$ cat src/rtl/fifo_serial_tx_pkg.sv
// rtl/fifo_serial_tx_pkg.sv - state encoding and line levels for the FIFO serial transmitter
// Contents: FSM state codes, serial line level constants, busy decode helper.
package fifo_serial_tx_pkg;

    localparam logic [2:0] IDLE    = 3'd0;
    localparam logic [2:0] REQ     = 3'd1;
    localparam logic [2:0] WAIT    = 3'd2;
    localparam logic [2:0] BACKOFF = 3'd3;
    localparam logic [2:0] START   = 3'd4;
    localparam logic [2:0] DATA    = 3'd5;
    localparam logic [2:0] PARITY  = 3'd6;
    localparam logic [2:0] STOP    = 3'd7;

    localparam logic TX_IDLE   = 1'b1;
    localparam logic START_BIT = 1'b0;

    // Busy covers the whole fetch-and-send path; only idling and the
    // empty-FIFO backoff count as not busy.
    function automatic logic is_busy(input logic [2:0] s);
        return !(s == IDLE || s == BACKOFF);
    endfunction

endpackage

$ cat src/rtl/tx_bit_timer.sv
// rtl/tx_bit_timer.sv - serial bit-period divider
// Ports:
//   clock    in  single clock, posedge
//   reset    in  synchronous, active-high
//   restart  in  zero the divider so the next cycle is the first of a bit
//   bit_done out high on the last cycle of each CLK_DIV-cycle bit period
module tx_bit_timer #(
    parameter int CLK_DIV = 4
) (
    input  logic clock,
    input  logic reset,
    input  logic restart,
    output logic bit_done
);

    localparam int CW = $clog2(CLK_DIV);
    localparam logic [CW-1:0] LAST = CW'(CLK_DIV - 1);

    logic [CW-1:0] cnt;

    always_ff @(posedge clock) begin
        if (reset || restart) begin
            cnt <= '0;
        end else if (cnt == LAST) begin
            cnt <= '0;
        end else begin
            cnt <= cnt + CW'(1);
        end
    end

    assign bit_done = (cnt == LAST);

endmodule

$ cat src/rtl/fifo_serial_tx.sv
// rtl/fifo_serial_tx.sv - pops words from the FIFO and sends each as an async serial frame
// Frame: start(0), DATA_W data bits LSB first, [even parity], stop(1); CLK_DIV cycles per bit.
// Build option: FIFO_SERIAL_TX_PARITY_EN adds the even parity bit after the data bits.
// Ports:
//   clock      in   single clock, posedge
//   reset      in   synchronous, active-high
//   enable     in   1 = keep draining the FIFO; 0 = stop after the current frame
//   fifo_read  out  one-cycle read strobe, only in REQ
//   fifo_data  in   FIFO dataout, valid with fifo_val
//   fifo_val   in   FIFO returned a word on the cycle after fifo_read
//   tx         out  registered serial line, idle high
//   busy       out  high from REQ through the last stop-bit cycle
module fifo_serial_tx
    import fifo_serial_tx_pkg::*;
#(
    parameter int DATA_W       = 10,
    parameter int CLK_DIV      = 4,
    parameter int RETRY_CYCLES = 8
) (
    input  logic              clock,
    input  logic              reset,
    input  logic              enable,
    output logic              fifo_read,
    input  logic [DATA_W-1:0] fifo_data,
    input  logic              fifo_val,
    output logic              tx,
    output logic              busy
);

    localparam int BW = $clog2(DATA_W + 1);
    localparam int RW = $clog2(RETRY_CYCLES + 1);
    localparam logic [BW-1:0] LAST_BIT   = BW'(DATA_W - 1);
    localparam logic [RW-1:0] LAST_RETRY = RW'(RETRY_CYCLES - 1);

    logic [2:0]        state;
    logic [DATA_W-1:0] shift;
    logic [DATA_W-1:0] shift_nx;
    logic [BW-1:0]     bit_cnt;
    logic [RW-1:0]     retry_cnt;
    logic              bit_done;
    logic              restart;
`ifdef FIFO_SERIAL_TX_PARITY_EN
    logic              par;
`endif

    // The divider is zeroed on the edge that enters START so every bit of
    // the frame lasts exactly CLK_DIV cycles from the first start-bit cycle.
    assign restart  = (state == WAIT) && fifo_val;
    assign shift_nx = shift >> 1;

    assign fifo_read = (state == REQ);
    assign busy      = is_busy(state);

    tx_bit_timer #(.CLK_DIV(CLK_DIV)) u_timer (
        .clock    (clock),
        .reset    (reset),
        .restart  (restart),
        .bit_done (bit_done)
    );

    always_ff @(posedge clock) begin
        if (reset) begin
            state     <= IDLE;
            tx        <= TX_IDLE;
            shift     <= '0;
            bit_cnt   <= '0;
            retry_cnt <= '0;
`ifdef FIFO_SERIAL_TX_PARITY_EN
            par       <= 1'b0;
`endif
        end else begin
            case (state)
                IDLE: begin
                    if (enable) state <= REQ;
                end
                REQ: begin
                    state <= WAIT;
                end
                WAIT: begin
                    if (fifo_val) begin
                        shift <= fifo_data;
                        tx    <= START_BIT;
                        state <= START;
`ifdef FIFO_SERIAL_TX_PARITY_EN
                        // Parity taken at latch time; the shift register is consumed while sending.
                        par   <= ^fifo_data;
`endif
                    end else begin
                        retry_cnt <= '0;
                        state     <= BACKOFF;
                    end
                end
                BACKOFF: begin
                    if (retry_cnt == LAST_RETRY) begin
                        state <= IDLE;
                    end else begin
                        retry_cnt <= retry_cnt + RW'(1);
                    end
                end
                START: begin
                    if (bit_done) begin
                        tx      <= shift[0];
                        bit_cnt <= '0;
                        state   <= DATA;
                    end
                end
                DATA: begin
                    if (bit_done) begin
                        if (bit_cnt == LAST_BIT) begin
`ifdef FIFO_SERIAL_TX_PARITY_EN
                            tx    <= par;
                            state <= PARITY;
`else
                            tx    <= TX_IDLE;
                            state <= STOP;
`endif
                        end else begin
                            bit_cnt <= bit_cnt + BW'(1);
                            shift   <= shift_nx;
                            tx      <= shift_nx[0];
                        end
                    end
                end
`ifdef FIFO_SERIAL_TX_PARITY_EN
                PARITY: begin
                    if (bit_done) begin
                        tx    <= TX_IDLE;
                        state <= STOP;
                    end
                end
`endif
                STOP: begin
                    if (bit_done) state <= enable ? REQ : IDLE;
                end
                default: begin
                    tx    <= TX_IDLE;
                    state <= IDLE;
                end
            endcase
        end
    end

endmodule

$ cat config.mk
export PLATFORM = sky130hd
export DESIGN_NAME = fifo_serial_tx
export DESIGN_NICKNAME = d
export VERILOG_FILES = /design/src/rtl/fifo_serial_tx_pkg.sv /design/src/rtl/tx_bit_timer.sv /design/src/rtl/fifo_serial_tx.sv
export SDC_FILE = /design/constraint.sdc
export NUM_CORES = 1
export LEC_CHECK = 0
export CAP_MARGIN = 0
export CORE_AREA = 2 2 53 55
export CTS_CLUSTER_DIAMETER = 100
export DETAILED_ROUTE_END_ITERATION = 10
export DIE_AREA = 0 0 55 57
export HOLD_SLACK_MARGIN = 0.02
export MAX_ROUTING_LAYER = met4
export PLACE_DENSITY_LB_ADDON = 0.3
export RECOVER_POWER = 25
export SKIP_CTS_REPAIR_TIMING = 1
export SYNTH_ARGS = -nofsm -noshare
export SYNTH_HDL_FRONTEND = slang
export SYNTH_SLANG_ARGS = --single-unit
$ cat constraint.sdc
create_clock -name clock -period 3.7 [get_ports clock]
set_input_delay 1.11 -clock clock [delete_from_list [all_inputs] [get_ports clock]]
set_output_delay 1.11 -clock clock [all_outputs]
set_load 0.1 [all_outputs]
# Word-level counts from Yosys, hierarchy flattened
# Cells that the tools add are included.
totals:
  elab_cells: 69
  out_inout_bits: 3
  reg_bits: 24
op_classes:
  addsub: 3
  n_bitwise: 1
  reduce_logical: 15
  eq_ne: 19
  muxes: 25
op_table:
  columns: ["op", "count"]
  rows:
  - ["2-to-1 mux 10 bit", 3]
  - ["2-to-1 mux 3 bit", 7]
  - ["case mux 3 bit (7 select lines)", 1]
  - ["2-to-1 mux 4 bit", 5]
  - ["case mux 10 bit (2 select lines)", 1]
  - ["!= test 2 bit (second input constant)", 9]
  - ["case mux 4 bit (2 select lines)", 2]
  - ["AND reduction 4 bit", 3]
  - ["== test 3 bit (second input constant)", 3]
  - ["adder 4 x 1 -> 4 bit (second input constant)", 2]
  - ["== test 3 x 2 -> 1 bit (second input constant)", 2]
  - ["AND reduction 6 bit", 1]
  - ["nonzero test 2 bit", 3]
  - ["2-to-1 mux 1 bit", 5]
  - ["== test 4 x 3 -> 1 bit (second input constant)", 1]
  - ["== test 4 bit (second input constant)", 1]
  - ["case mux 1 bit (4 select lines)", 1]
  - ["OR reduction 4 bit", 1]
  - ["== test 3 x 1 -> 1 bit (second input constant)", 1]
  - ["zero test 3 bit", 1]
  - ["AND reduction 3 bit", 1]
  - ["adder 2 x 1 -> 2 bit (second input constant)", 1]
  - ["== test 2 bit (second input constant)", 1]
  - ["logical OR 1 bit", 2]
  - ["5 further kinds", 5]

# Longest topological paths before layout
# Gate-level depths: netlist of the first run.
depth:
  depth_word: 4
  depth_mapped: 6
  depth_no_buf: 5

# By module
# Synthesis of the first run repeated with hierarchy kept, for this count alone.
unflattened:
  cells_unflattened: 154
  hier_area_um2: 1281.2
by_module_without_submodules:
  columns: ["module", "seq_area_each_um2", "area_per_inst_um2", "instances", "cells_per_inst"]
  rows:
  - ["fifo_serial_tx", 440.4, 1201.2, 1, 149]
  - ["tx_bit_timer", 40.0, 80.1, 1, 5]

# Worst setup path before layout of the first run
# OpenSTA, ideal clock, no wires.
synth_timing:
  path_kind: "reg2out"
  from: "register state[0]"
  to: "output port fifo_read"
  setup_slack_ns: 0.011
  stages_incl_launch_ff: 4
  path_buffers: 1
  t_required_ns: 2.590
  t_arrival_ns: 2.579
  cell_sequence: "dfxtp_1 buf_6 inv_1 nor3_1"
synth_via:
  elab_chain_cells: 1
synth_rtl:
  columns: ["element", "line", "text"]
  rows:
  - ["start: declaration", "fifo_serial_tx.sv:35", "logic [2:0] state;"]
  - ["start signal: assignment", "fifo_serial_tx.sv:133", "if (bit_done) state <= enable ? REQ : IDLE;"]
  - ["== test 3 x 1 -> 1 bit", "fifo_serial_tx.sv:51", "assign fifo_read = (state == REQ);"]
  - ["end: declaration", "fifo_serial_tx.sv:23", "output logic fifo_read,"]
# No other way between the ends.

# Worst setup path after layout of the first run
# Same ends and word-level chain as after synthesis.

==> impl_metrics.yaml, run 1 <==
detailed_routing:
  dr.pass1.iters: 4
  number_of_vias_per_cell: 6.18
  antenna_violating_nets_post_route: 0
  first_iter_violations: 19
  detail_route.wl_per_cell_um: 15.4
  routed_wirelength_um: 2820
  detail_route.drc_violations: 0
  vias: 1131
critical_path:
  critical_path.slowest_cell: "sky130_fd_sc_hd__dfxtp_1"
  crit_family: "flip-flops"
  critical_path_cell_by_cell: "inv_1, nor3_1, buf_4"
  worst_path_largest_cell_delay_ns: 0.78
  worstPathBufferInverterCount: 2
  cp_data_required_time_ns: 2.59
  worstRegToRegCells: 3
  crit_path_max_fanout: 19
  worstSetupPathType: "flop to primary output"
  critPathCaptureType: "primary output"
  cp-start-kind: "flop"
  signal_arrival_time_at_the_worst_endpoint_ns: 1.91
  ff_to_ff_start: "state[0]"
  regToRegEndpoint: "shift[3]"
  rrSetupSlack_ns: 1.75
timing:
  setup_viol: 0
  finalSetupTns_ns: 0
  final-max-slew-violation-count: 0
  slew-limit-headroom: 0.555
  finalClockSkew_ns: 0.000705
  fin_crit_sh: 0.817
  layout_min_cycle_time_ns: 3.02
  rsz0062_at_grt: "no"
  worst-slew-pin-transition_ns: 0.666
  achievable-frequency_ghz: 0.331
  finalHoldViolations: 0
  postLayoutSetupSlackWorst_ns: 0.676
floorplan:
  die_width_um: 55
  core-area_mm2: 0.00262
  boundaryPins: 17
  die-height_um: 57
  design.die.area_mm2: 0.00314
  initial_utilization: 0.506
  number_of_standard_cell_rows_in_the_floorplan: 19
pwr:
  irDropWorstVdd_mv: 0.244
  power_per_cell_area_mw_per_mm2: 444
  cellLeakagePower_nw: 0.612
yosys:
  post_syn_area_per_cell_um2: 9.38
  yosysUniqueCellTypes: 42
  warning_count_from_the_yosys_run: 0
  synth-edff-count: 0
  synth-main-ff-cell: "sky130_fd_sc_hd__dfxtp_1"
  netlist_top_cells_area: "sky130_fd_sc_hd__dfxtp_1, sky130_fd_sc_hd__mux2i_1, sky130_fd_sc_hd__a221oi_1"
  ys_seq_area_frac: 0.363
  synth_async_sr_flop_share: 0
  synth_top_area_cell: "sky130_fd_sc_hd__dfxtp_1"
  synth_seq_cells: 24
  syn_std_cell_area_mm2: 0.00132
  synth.top_cell.area_share: 0.363
  syn-num-nets: 159
  postSynthCellCount: 141
cts:
  worst_skew_pair.late_latency_ns: 0.31
  numCtsBuffers: 3
  cts_sinks: 24
  clock_pin_transition_on_the_worst_setup_and_hold_timing_paths_ns: 0.14
  max-clock-path-buffers: 2
  cts.root.buffer_cell: "sky130_fd_sc_hd__clkbuf_4"
  tritoncts: "yes"
  cts_max_level: 1
place:
  io_buffers: 16
  placed_cell_area_mm2: 0.00145
  gp_congestion: 0.823
  place_ws_ns: 1.08
  dpl.hpwl_um: 2010
global_route:
  grt_max_degree: 20
  global_route.overflow_total: 0
  grt_antenna_before_repair: 0
  groute.usage.overall: 0.199
  global_route_wire_length_before_repair_um: 4580
  number_of_global_route_vias_before_repair: 1063
hold_path:
  hold_class: "flop to flop"
  hold_path.startpoint: "u_timer.cnt[0]"
  end_of_the_worst_hold_path: "u_timer.cnt[0]"
  hold-path-cell-count: 1
finish:
  final_core_util: 0.570
  fraction_of_layout_cells_with_a_size_suffix_above_1: 0.0658
  num_antenna_cells: 0
  syn_to_final_growth_pct: 12.8
  filler_cell_count: 251
  layout.cell_area.non_filler_mm2: 0.00149
  nets: 171
run_status:
  outcome: "complete, no violations"
flow_run:
  drv_cap: 0
## Yosys cell counts, types with 3 or more instances
library cell,number
sky130_fd_sc_hd__o211ai_1,3
sky130_fd_sc_hd__nand2_1,7
sky130_fd_sc_hd__nand3b_1,3
sky130_fd_sc_hd__dfxtp_1,24
sky130_fd_sc_hd__nor2_1,10
sky130_fd_sc_hd__a221oi_1,10
sky130_fd_sc_hd__nand3_1,6
sky130_fd_sc_hd__a21oi_1,9
sky130_fd_sc_hd__inv_1,8
sky130_fd_sc_hd__buf_2,3
sky130_fd_sc_hd__a211oi_1,3
sky130_fd_sc_hd__and3b_1,4
sky130_fd_sc_hd__mux2i_1,9
sky130_fd_sc_hd__o32ai_1,3
sky130_fd_sc_hd__ha_1,4
## cells by family (layout without fill, tap and decap cells)
| family | after synthesis | in the layout | synth area share |
|---|---|---|---|
| muxes | 9 | 9 | 0.0681 |
| DFF | 24 | 24 | 0.363 |
| xor gates and xnor gates | 1 | 1 | 0.00662 |
| AOI/OAI and AO/OA | 41 | 41 | 0.230 |
| adders and majority gates | 4 | 4 | 0.0378 |
| buffers and inverters | 18 | 29 | 0.0795 |
| and+or+nand+nor | 44 | 44 | 0.215 |
## flip-flops by register name, summed over array words and instances (netlist names)
register,cells
state,3
u_timer.cnt,2
retry_cnt,4
bit_cnt,4
tx,1
shift,10
## through the flow
step | std cells | power (mW) | hold WS (ns)
3_5_place_dp | 179 | 0.477 | 0.426
2_1_floorplan | 141 | 0.444 | 0.408
3_3_place_gp | 179 | 0.472 | 0.415
4_1_cts | 183 | 0.669 | 0.445
6_report | 183 | 0.662 | 0.446
5_1_grt | 183 | 0.691 | 0.462
## worst register-to-register path, cell delays in order (launching register included)
cell and delay (ns):
sky130_fd_sc_hd__dfxtp_1 0.78, sky130_fd_sc_hd__and4bb_1 0.44, sky130_fd_sc_hd__a21o_1 0.34, sky130_fd_sc_hd__a221oi_1 0.31
## cell type report
cell class,count,area [um^2],share of cell area
clock buffers,3,22.5,0.0151
clock inverters,1,30.0,0.0201
inverters,8,30.0,0.0201
multi-input cells,99,733,0.492
flip-flops and latches,24,480,0.322
well taps,31,38.8,0.0260
repair buffers,17,156,0.105
## layout by cell type, fill, tap and decap left out, types with 4 or more instances in the layout
| master | instances |
|---|---|
| sky130_fd_sc_hd__clkdlybuf4s50_1 | 11 |
| sky130_fd_sc_hd__and3b_1 | 4 |
| sky130_fd_sc_hd__mux2i_1 | 9 |
| sky130_fd_sc_hd__nor2_1 | 10 |
| sky130_fd_sc_hd__nand3_1 | 6 |
| sky130_fd_sc_hd__nand2_1 | 7 |
| sky130_fd_sc_hd__inv_1 | 8 |
| sky130_fd_sc_hd__a21oi_1 | 9 |
| sky130_fd_sc_hd__dfxtp_1 | 24 |
| sky130_fd_sc_hd__a221oi_1 | 10 |
| sky130_fd_sc_hd__ha_1 | 4 |
## metal layers
metal / up-vias / GRT usage / wire length (um)
met5: - / - / 0
met4: 0 / 0.0627 / 16
met3: 2 / 0.0236 / 100
met2: 22 / 0.328 / 1430
met1: 542 / 0.250 / 1270
li1: 565 / - / -
## power breakdown
part | switching [mW] | internal, mW | total [mW] | leakage (nW)
clock | 0.0820 | 0.109 | 0.191 | 0.0279
sequential | 0.0286 | 0.277 | 0.306 | 0.195
combinational | 0.104 | 0.0613 | 0.165 | 0.389
## how the worst max path moves through the flow
stage | startpoint | end | slack [ns] | cells past startpoint
after global placement | reset | bit_cnt[1] | 1.14 | 4
after global routing | state[0] | fifo_read | 0.56 | 3
after floorplan | state[0] | fifo_read | 0.01 | 3
after detailed placement | state[0] | fifo_read | 1.08 | 3
final | state[0] | fifo_read | 0.68 | 3
after CTS | state[0] | fifo_read | 0.68 | 3
Power figures use the tool's default switching activity.
==> run 2: changes to the inputs <==
- CORE_AREA: 2 2 53 55 -> 2 2 55 57
- DIE_AREA: 0 0 55 57 -> 0 0 57 59
- clock period: 3.7 -> 2.6 ns (I/O delays scaled with it)
==> run 2 against run 1 <==
Compared with the run above:
- combinational power grew 69%
- clock power grew 41%
- final area grew 3.3%
- register-to-register slack lost 1.1 ns
- final cell count grew 1.1%
- critical path type unchanged
- critical endpoint unchanged
- highest routed layer unchanged
==> impl_metrics.yaml, run 2 (synthesized netlist as in run 1, its figures left out) <==
timing:
  finalClockSkew_ns: 0.00809
  layout_min_cycle_time_ns: 2.36
  fin_crit_sh: 0.907
  postLayoutSetupSlackWorst_ns: 0.242
  finalHoldViolations: 0
  finalSetupTns_ns: 0
  setup_viol: 0
  rsz0062_at_grt: "no"
  worst-slew-pin-transition_ns: 0.525
  achievable-frequency_ghz: 0.424
  slew-limit-headroom: 0.650
  final-max-slew-violation-count: 0
detailed_routing:
  first_iter_violations: 49
  detail_route.drc_violations: 0
  number_of_vias_per_cell: 6.24
  vias: 1154
  detail_route.wl_per_cell_um: 14.9
  dr.pass1.iters: 4
  antenna_violating_nets_post_route: 0
  routed_wirelength_um: 2760
critical_path:
  worstRegToRegCells: 4
  cp-start-kind: "flop"
  critical_path_cell_by_cell: "inv_1, nor3_2, buf_12"
  critPathCaptureType: "primary output"
  cp_data_required_time_ns: 1.82
  regToRegEndpoint: "shift[4]"
  worstPathBufferInverterCount: 2
  critical_path.slowest_cell: "sky130_fd_sc_hd__dfxtp_1"
  worstSetupPathType: "flop to primary output"
  crit_family: "flip-flops"
  rrSetupSlack_ns: 0.70
  ff_to_ff_start: "state[0]"
  crit_path_max_fanout: 11
  worst_path_largest_cell_delay_ns: 0.57
  signal_arrival_time_at_the_worst_endpoint_ns: 1.58
place:
  place_ws_ns: 0.384
  io_buffers: 16
  dp_cells: 181
  placed_cell_area_mm2: 0.00149
  dpl.hpwl_um: 1980
  gp_congestion: 0.807
cts:
  cts.root.buffer_cell: "sky130_fd_sc_hd__clkbuf_4"
  worst_skew_pair.late_latency_ns: 0.31
  tritoncts: "yes"
  cts_max_level: 1
  cts_sinks: 24
  max-clock-path-buffers: 2
  clock_pin_transition_on_the_worst_setup_and_hold_timing_paths_ns: 0.14
  numCtsBuffers: 3
pwr:
  totalPowerFinal_mw: 0.972
  irDropWorstVdd_mv: 0.319
  power_per_cell_area_mw_per_mm2: 631
  cellLeakagePower_nw: 0.635
global_route:
  groute.usage.overall: 0.183
  global_route.overflow_total: 0
  grt_antenna_before_repair: 0
  grt_max_degree: 20
  number_of_global_route_vias_before_repair: 1110
  global_route_wire_length_before_repair_um: 4820
hold_path:
  end_of_the_worst_hold_path: "u_timer.cnt[0]"
  hold_class: "flop to flop"
  hold_path.startpoint: "u_timer.cnt[0]"
  hold-path-cell-count: 1
floorplan:
  number_of_standard_cell_rows_in_the_floorplan: 19
  core-area_mm2: 0.00271
  die_width_um: 57
  initial_utilization: 0.488
  boundaryPins: 17
  design.die.area_mm2: 0.00336
  die-height_um: 59
finish:
  layoutNonFillerInstCount: 185
  regs_by_ff_count: "shift: 10 flops, bit_cnt: 4 flops, retry_cnt: 4 flops"
  most_frequent_cells_in_the_layout: "sky130_fd_sc_hd__dfxtp_1, sky130_fd_sc_hd__clkdlybuf4s50_1, sky130_fd_sc_hd__nor2_1, sky130_fd_sc_hd__a221oi_1"
  layout.cell_area.non_filler_mm2: 0.00154
  fraction_of_layout_cells_with_a_size_suffix_above_1: 0.0909
  nets: 173
  largest_register_ff_count: 10
  syn_to_final_growth_pct: 16.5
  filler_cell_count: 263
  top_register: "shift"
  num_antenna_cells: 0
  layout.cells.most_common: "sky130_fd_sc_hd__dfxtp_1"
run_status:
  outcome: "complete, no violations"
flow_run:
  drv_cap: 0
run 2: changes by cell type in the layout (fill, tap and decap cells not counted):
cell                              previous run  this run
sky130_fd_sc_hd__buf_4                       3         4
sky130_fd_sc_hd__nor3_2                      0         1
sky130_fd_sc_hd__dlygate4sd3_1               2         1
sky130_fd_sc_hd__nor3_1                      1         0
sky130_fd_sc_hd__buf_12                      0         2
sky130_fd_sc_hd__clkdlybuf4s50_1            11        12
sky130_fd_sc_hd__clkbuf_1                    1         0
run 2: how the worst max path moves through the flow:
stage / start / to / slack [ns] / depth (start not counted)
final: state[0] / fifo_read / 0.24 / 3
after global routing: state[0] / fifo_read / 0.15 / 3
after detailed placement: fifo_val / shift[4] / 0.38 / 4
after CTS: state[0] / fifo_read / 0.25 / 3
after floorplan: state[0] / fifo_read / 0.10 / 3
after global placement: fifo_val / shift[5] / 0.43 / 4
run 2: metrics by stage:
| stage | hold slack, ns | util |
|---|---|---|
| global placement | 0.415 | 0.550 |
| finish | 0.442 | 0.568 |
| detailed placement | 0.425 | 0.550 |
| floorplan | 0.408 | - |
| global route | 0.467 | 0.568 |
| CTS | 0.445 | 0.570 |
run 2: power breakdown:
group / total (mW) / internal (mW) / switching [mW]
Clock: 0.269 / 0.156 / 0.113
Sequential: 0.424 / 0.395 / 0.0298
Combinational: 0.279 / 0.117 / 0.162
Total: 0.972 / 0.667 / 0.305
run 2: metal layers:
layer  track usage  vias up  part of all wire
li1              -      567                 -
met4        0.0432        0            0.0047
met1         0.231      561              0.46
met3        0.0328        2             0.045
met2         0.309       24              0.49
met5             -        -                 0
run 2: final cells by class:
type / instances / area (um^2) / area share
clock buffer: 3 / 22.5 / 0.0146
timing repair buffer: 19 / 200 / 0.130
multi-input combinational: 99 / 738 / 0.479
sequential: 24 / 480 / 0.312
clock inverter: 1 / 30.0 / 0.0195
tap: 31 / 38.8 / 0.0252
inverter: 8 / 30.0 / 0.0195
==> run 3: changes to the inputs <==
- CORE_AREA: 2 2 55 57 -> 2 2 54 56
- CTS_BUF_LIST: not set -> sky130_fd_sc_hd__clkbuf_2
- DIE_AREA: 0 0 57 59 -> 0 0 56 58
==> run 3 against run 2 <==
Compared with the run above:
- critical path depth is the same
- clock skew shrank 0.0068 ns
- wire length shrank 4.6%
- sequential share of layout area grew 0.94 points
- maximum frequency shrank 1.3%
- first-iteration DRC count grew 22%
- worst setup slack lost 0.031 ns
- hold slack gained 0.0060 ns
- final area shrank 2.9%
- sequential power grew 1%
- critical path type unchanged
==> impl_metrics.yaml, run 3 (synthesized netlist as in run 1, its figures left out) <==
critical_path:
  critPathCaptureType: "primary output"
  cp-start-kind: "flop"
  worstSetupPathType: "flop to primary output"
  signal_arrival_time_at_the_worst_endpoint_ns: 1.61
  cp_data_required_time_ns: 1.82
  crit_path_max_fanout: 11
run_status:
  outcome: "complete, no violations"
place:
  dpl.hpwl_um: 1950
  placed_cell_area_mm2: 0.00148
  gp_congestion: 0.856
  io_buffers: 16
finish:
  layout.cell_area.non_filler_mm2: 0.00150
  largest_register_ff_count: 10
  syn_to_final_growth_pct: 13.1
  nets: 172
  layout.cells.most_common: "sky130_fd_sc_hd__dfxtp_1"
  top_register: "shift"
  num_antenna_cells: 0
  regs_by_ff_count: "shift: 10 flops, bit_cnt: 4 flops, retry_cnt: 4 flops"
  fraction_of_layout_cells_with_a_size_suffix_above_1: 0.0789
  final_core_util: 0.562
  most_frequent_cells_in_the_layout: "sky130_fd_sc_hd__dfxtp_1, sky130_fd_sc_hd__clkdlybuf4s50_1, sky130_fd_sc_hd__nor2_1, sky130_fd_sc_hd__a221oi_1"
cts:
  numCtsBuffers: 3
  cts.root.buffer_cell: "sky130_fd_sc_hd__clkbuf_2"
  cts_sinks: 24
  cts_max_level: 1
  tritoncts: "yes"
  max-clock-path-buffers: 2
  worst_skew_pair.late_latency_ns: 0.32
  clock_pin_transition_on_the_worst_setup_and_hold_timing_paths_ns: 0.20
timing:
  worst_slack_on_hold_paths_ns: 0.448
  final-max-slew-violation-count: 0
  fin_crit_sh: 0.919
  setup_viol: 0
  slew-limit-headroom: 0.665
  worst-slew-pin-transition_ns: 0.502
  layout_min_cycle_time_ns: 2.39
  rsz0062_at_grt: "no"
  achievable-frequency_ghz: 0.419
  finalHoldViolations: 0
  finalClockSkew_ns: 0.00126
  finalSetupTns_ns: 0
detailed_routing:
  dr.pass1.iters: 4
  antenna_violating_nets_post_route: 0
  detail_route.drc_violations: 0
  detail_route.wl_per_cell_um: 14.4
  vias: 1111
  number_of_vias_per_cell: 6.07
  routed_wirelength_um: 2630
  first_iter_violations: 60
global_route:
  global_route_wire_length_before_repair_um: 4440
  groute.usage.overall: 0.176
  grt_antenna_before_repair: 0
  grtUsageMet3: 0.0491
  met2_usage: 0.269
  grt.met1_usage: 0.237
  globalRoute.busiestLayer: "met2"
  global_route.overflow_total: 0
  number_of_global_route_vias_before_repair: 961
  grt_max_degree: 20
floorplan:
  core-area_mm2: 0.00266
  design.die.area_mm2: 0.00325
  die_width_um: 56
  number_of_standard_cell_rows_in_the_floorplan: 19
  initial_utilization: 0.497
  boundaryPins: 17
  die-height_um: 58
hold_path:
  hold_class: "flop to flop"
flow_run:
  drv_cap: 0
pwr:
  cellLeakagePower_nw: 0.614
  power_per_cell_area_mw_per_mm2: 560
  irDropWorstVdd_mv: 0.422
==> run 3: cell count changes in the layout (fill, tap and decap cells not counted) <==
cell                        before  now
sky130_fd_sc_hd__bufinv_16       1    0
sky130_fd_sc_hd__clkbuf_4        3    0
sky130_fd_sc_hd__buf_4           4    3
sky130_fd_sc_hd__clkbuf_2        0    3
==> run 3: routing by layer <==
layer  part of all wire  wire length [um]  vias to the layer above
met1               0.49              1300                      531
met5                  0                 0                        -
li1                   -                 -                      565
met2               0.47              1240                       13
met3              0.028                73                        2
met4             0.0049                13                        0
==> run 3: worst paths after layout <==
check | cells past startpoint | to | slack (ns) | start
worst min-delay path | 1 | u_timer.cnt[0] | 0.45 | u_timer.cnt[0]
worst max register to register | 4 | shift[5] | 0.68 | state[0]
worst max-delay path | 3 | fifo_read | 0.21 | state[0]
worst min register to register | 1 | u_timer.cnt[0] | 0.45 | u_timer.cnt[0]
==> run 3: layout make-up <==
class / instances / area [um^2]
clock buffer: 3 / 15.0
fill: 247 / 1170
inverter: 8 / 30.0
multi-input combinational: 99 / 738
sequential: 24 / 480
tap: 31 / 38.8
timing repair buffer: 18 / 193
==> run 3: power by group <==
part | internal, mW | switching, mW
Combinational | 0.115 | 0.158
Clock | 0.0314 | 0.104
Sequential | 0.395 | 0.0340
Total | 0.542 | 0.295
==> run 3: critical path: stages (launching register included) <==
cell and delay, ns:
sky130_fd_sc_hd__dfxtp_1 0.60, sky130_fd_sc_hd__inv_1 0.21, sky130_fd_sc_hd__nor3_2 0.26, sky130_fd_sc_hd__buf_12 0.21
==> run 3: per-stage QoR <==
step / cells / power (mW) / setup WS (ns)
after floorplan: 141 / 0.633 / 0.100
after global placement: 180 / 0.706 / 0.419
after detailed placement: 180 / 0.711 / 0.382
after CTS: 183 / 0.846 / 0.194
after global routing: 183 / 0.882 / 0.102
final: 183 / 0.837 / 0.211
==> RTL edit 1 (settings of run 2) <==
Change the parameter `RETRY_CYCLES` from 8 to 16.
--- a/src/rtl/fifo_serial_tx.sv
+++ b/src/rtl/fifo_serial_tx.sv
@@ -16,5 +16,5 @@
     parameter int DATA_W       = 10,
     parameter int CLK_DIV      = 4,
-    parameter int RETRY_CYCLES = 8
+    parameter int RETRY_CYCLES = 16
 ) (
     input  logic              clock,
Function: same outputs for any inputs over 10 cycles, from zero or initial values and one cycle with reset high; that may be too few to reach the edited logic, so the function may still have changed.
==> RTL edit 1 against run 2 <==
Core utilization up 5.4 points; sequential cell count up 1; routed wire length up 11%; die area unchanged; synthesized area up 13%; cell count up 7.0%; final area up 9.5%; setup slack better by 0.044 ns; via count up 5.2%; hold slack about the same.
Power is not compared: it rests on default switching activity, and its combinational part moved more than twofold at a synthesized area within 25%.
==> RTL edit 1: results <==
metrics = {
    "run_status": {
        "status": "finished clean",
    },
    "detailed_routing": {
        "vias": 1214,
        "drt_iter0_markers": 29,
        "dr.pass1.iters": 5,
        "drt-total-wl_mm": 3.057,
    },
    "global_route": {
        "grt_usage_pct": 21.93,
        "grt_pass1_vias": 1248,
        "grt_pass1_wl_mm": 5.520,
        "use_met1_pct": 24.93,
        "gr-usage-met3_pct": 2.620,
        "globalRouteMet2Util_pct": 36.95,
    },
    "synthesis": {
        "ys_seq_area_share_pct": 33.39,
        "synthTopCellsByCount": "dfxtp_1, a21oi_1, mux2i_1",
        "synth.avg_cell_area_um2": 9.797,
        "yosys-top-cells-area": "dfxtp_1, a311oi_2, mux2i_1",
        "syn-num-nets": 172,
        "synth_async_sr_flop_share_pct": 0,
        "synth.distinct_cells": 46,
    },
    "worst_hold_path": {
        "hold_class": "register to register",
        "holdPathStages": 1,
        "hp-start": "u_timer.cnt[0]",
    },
    "cts": {
        "cts-root-buf": "clkbuf_4",
        "clk_pin_slew_worst_paths_ns": 0.14,
        "clk_latency_ns": 0.33,
    },
    "final_layout": {
        "layout-drive-gt1-share_pct": 13.77,
        "finalNonFillerCells": 198,
        "fillers": 237,
        "reg.largest.list": "shift: 10 flops, retry_cnt: 5 flops, bit_cnt: 4 flops",
    },
    "worst_setup_path": {
        "start_kind": "register",
        "reg2reg_slack_ns": 0.50,
        "path_max_fanout": 12,
        "r2r_cells": 5,
        "cp_data_arrival_time_ns": 1.53,
    },
    "placed_design": {
        "portBuffers": 16,
        "dp.cells": 194,
        "dpl.hpwl_mm": 2.276,
        "place_congestion": 0.8457,
    },
    "sta": {
        "slew_headroom_pct": 28.28,
        "tns_ns": 0,
        "skew_ns": 0.009483,
    },
}
RTL edit 1: routing by layer:
metal  up-vias  routed length, µm  part of all wire (%)
met4         0                 72                   2.4
met1       583               1328                    43
li1        608                  -                     -
met2        14               1592                    52
met5         -                  0                     0
met3         9                 63                   2.1
RTL edit 1: logic make-up after synthesis:
group	count (synthesis)	share of synthesized area (%)
buffers and inverters	15	7.678
AOI/OAI and AO/OA	44	23.62
and+or+nand+nor	51	22.62
muxes	11	7.346
adders and majority gates	5	4.174
DFF	25	33.39
xor gates and xnor gates	2	1.169
RTL edit 1: power by group through the flow:
stage / Sequential (µW) / Combinational, µW / Clock [µW]
final: 558 / 821 / 181
after global routing: 573 / 887 / 200
after CTS: 557 / 830 / 186
after detailed placement: 566 / 827 / 0
after global placement: 560 / 804 / 0
after floorplan: 513 / 694 / 0
RTL edit 1: metrics by stage:
step	hold WS (ns)	utilization [%]	worst slack [ns]	cell area, µm²
2_1_floorplan	0.4062	-	0.3040	1501
3_3_place_gp	0.4128	61.54	0.3292	1668
3_5_place_dp	0.4261	61.54	0.2676	1668
4_1_cts	0.4455	62.51	0.2867	1694
5_1_grt	0.4655	62.23	0.1844	1687
6_report	0.4420	62.23	0.2855	1687
RTL edit 1: how the worst max path moves through the flow:
| stage | startpoint | to | slack [ns] | cells after the start |
|---|---|---|---|---|
| finish | state[0] | busy | 0.29 | 3 |
| global route | state[0] | busy | 0.18 | 3 |
| CTS | state[0] | busy | 0.29 | 3 |
| detailed placement | fifo_val | shift[6] | 0.27 | 6 |
| global placement | fifo_val | shift[3] | 0.33 | 6 |
| floorplan | state[1] | fifo_read | 0.30 | 3 |
RTL edit 1: layout make-up:
class                           instances  area share (%)
Timing Repair Buffer                   21           13.06
Multi-Input combinational cell        113           52.52
Clock buffer                            4           1.558
Sequential cell                        25           29.67
Tap cell                               31           2.300
Inverter                                4          0.8902
RTL edit 1: worst max-delay path: stages, from the launching register on:
cell and delay, ns:
dfxtp_1 0.56, or2b_1 0.31, nand3b_1 0.15, buf_12 0.19
==> RTL edit 2 (settings of run 2) <==
Made on the original files. Put a register stage on the outputs `fifo_read` and `busy`. The values now appear one clock later. The other outputs are not delayed to match. Comments in the files are not updated.
--- a/src/rtl/fifo_serial_tx.sv
+++ b/src/rtl/fifo_serial_tx.sv
@@ -49,6 +49,8 @@
     assign shift_nx = shift >> 1;
 
-    assign fifo_read = (state == REQ);
-    assign busy      = is_busy(state);
+    always_ff @(posedge clock) begin
+        fifo_read <= (state == REQ);
+        busy      <= is_busy(state);
+    end
 
     tx_bit_timer #(.CLK_DIV(CLK_DIV)) u_timer (
Check against the original RTL: not equivalent (a bounded check fails within 4 cycles, from zero or initial values and one cycle with reset high).
==> RTL edit 2 against run 2 <==
Synthesized area rose by 0.28%; sequential cell count is 2 higher; setup slack gained 0.38 ns; routed wire length down 6.1%; final area down 2.6%; non-clock buffer count increased by 1; sequential share of layout area up 3.5 points; highest routed layer unchanged; critical path type is now input port to register; power up 5.4%; register-to-register slack worse by 0.06 ns.
==> RTL edit 2: results <==
metrics = {
    "global_route": {
        "grt_pass1_wl_mm": 4.540,
        "grt_usage_pct": 17.53,
        "grt_max_degree": 20,
        "grt_pass1_vias": 1045,
    },
    "detailed_routing": {
        "drt-total-wl_mm": 2.587,
        "drt_iter0_markers": 41,
        "vias_per_cell": 5.662,
    },
    "cts": {
        "cts-root-buf": "clkbuf_4",
        "clk_latency_ns": 0.32,
        "numCtsBuffers": 3,
    },
    "run_status": {
        "status": "finished clean",
    },
    "synthesis": {
        "yosys-top-cells-area": "dfxtp_1, nand2_1, nor2_1",
        "syn-num-nets": 176,
        "synth.distinct_cells": 38,
        "synthTopCellsByCount": "dfxtp_1, nand2_1, nor2_1",
        "ys_seq_area_share_pct": 39.25,
        "synth.avg_cell_area_um2": 8.394,
    },
    "worst_setup_path": {
        "path_max_fanout": 19,
        "cp_data_arrival_time_ns": 2.22,
        "crit_path_max_incr_delay_ns": 0.51,
        "slowest_stage": "clkdlybuf4s50_1",
    },
    "final_layout": {
        "layout-drive-gt1-share_pct": 8.824,
        "fillers": 262,
        "num-nets-final": 190,
        "finalNonFillerCells": 201,
    },
    "sta": {
        "slew_headroom_pct": 52.92,
        "skew_ns": 0.006944,
    },
    "placed_design": {
        "dpl.hpwl_mm": 1.850,
        "postPlaceCellArea_um2": 1478,
        "place_ws_ns": 0.2480,
        "dp.cells": 198,
        "place_congestion": 0.7808,
    },
    "floorplan": {
        "fp.coreArea_um2": 2710,
    },
    "power_and_ir_drop": {
        "peakVddDrop_v": 0.0004790,
        "p_leak_uw": 0.0005368,
    },
}
RTL edit 2: cells by family after synthesis:
logic type,Yosys count,synth area share [%]
AO/OA/AOI/OAI,36,20.19
XOR/XNOR,2,1.321
adder cells (fa/ha/maj),4,3.774
buffers and inverters,16,6.698
flip-flops,26,39.25
multiplexers,1,0.7547
AND/OR/NAND/NOR,73,28.02
RTL edit 2: area by class of cell:
class                      instances  area, µm²  area share, %
timing repair buffer              20      182.7          12.18
multi-input combinational        116      716.9          47.79
tap                               31      38.79          2.585
sequential                        26      520.5          34.70
clock buffer                       3      22.52          1.501
inverter                           5      18.77          1.251
RTL edit 2: stage by stage:
step,hold slack (ns),total power [µW]
floorplan,0.4037,790.2
global placement,0.4148,854.5
detailed placement,0.4260,864.4
CTS,0.4448,1031
global route,0.4518,1084
finish,0.4443,1025
RTL edit 2: where the power goes:
part           internal [µW]  switching (µW)  total [µW]
combinational            126             214         340
sequential               453            62.6         516
clock                   54.4             115         170
total                    633             392        1030
RTL edit 2: critical path: cells and delay by family:
family / cells / cell delay [ns]
buf+inv: 2 / 0.73
simple gates: 2 / 0.35
compound gates: 2 / 0.35
RTL edit 2: worst paths after layout:
kind | depth (start not counted) | end | slack [ns] | start
setup / recovery | 6 | shift[1] | 0.62 | fifo_val
hold / removal | 1 | u_timer.cnt[0] | 0.44 | u_timer.cnt[0]
setup reg to reg | 5 | shift[1] | 0.64 | state[2]
hold reg to reg | 1 | u_timer.cnt[0] | 0.44 | u_timer.cnt[0]
RTL edit 2: layer usage:
layer / share of wire [%] / vias to the layer above / track usage [%]
li1: - / 591 / -
met3: 2.7 / 5 / 1.965
met1: 46 / 521 / 23.28
met4: 1.9 / 0 / 6.977
met2: 49 / 21 / 27.59
met5: 0 / - / -
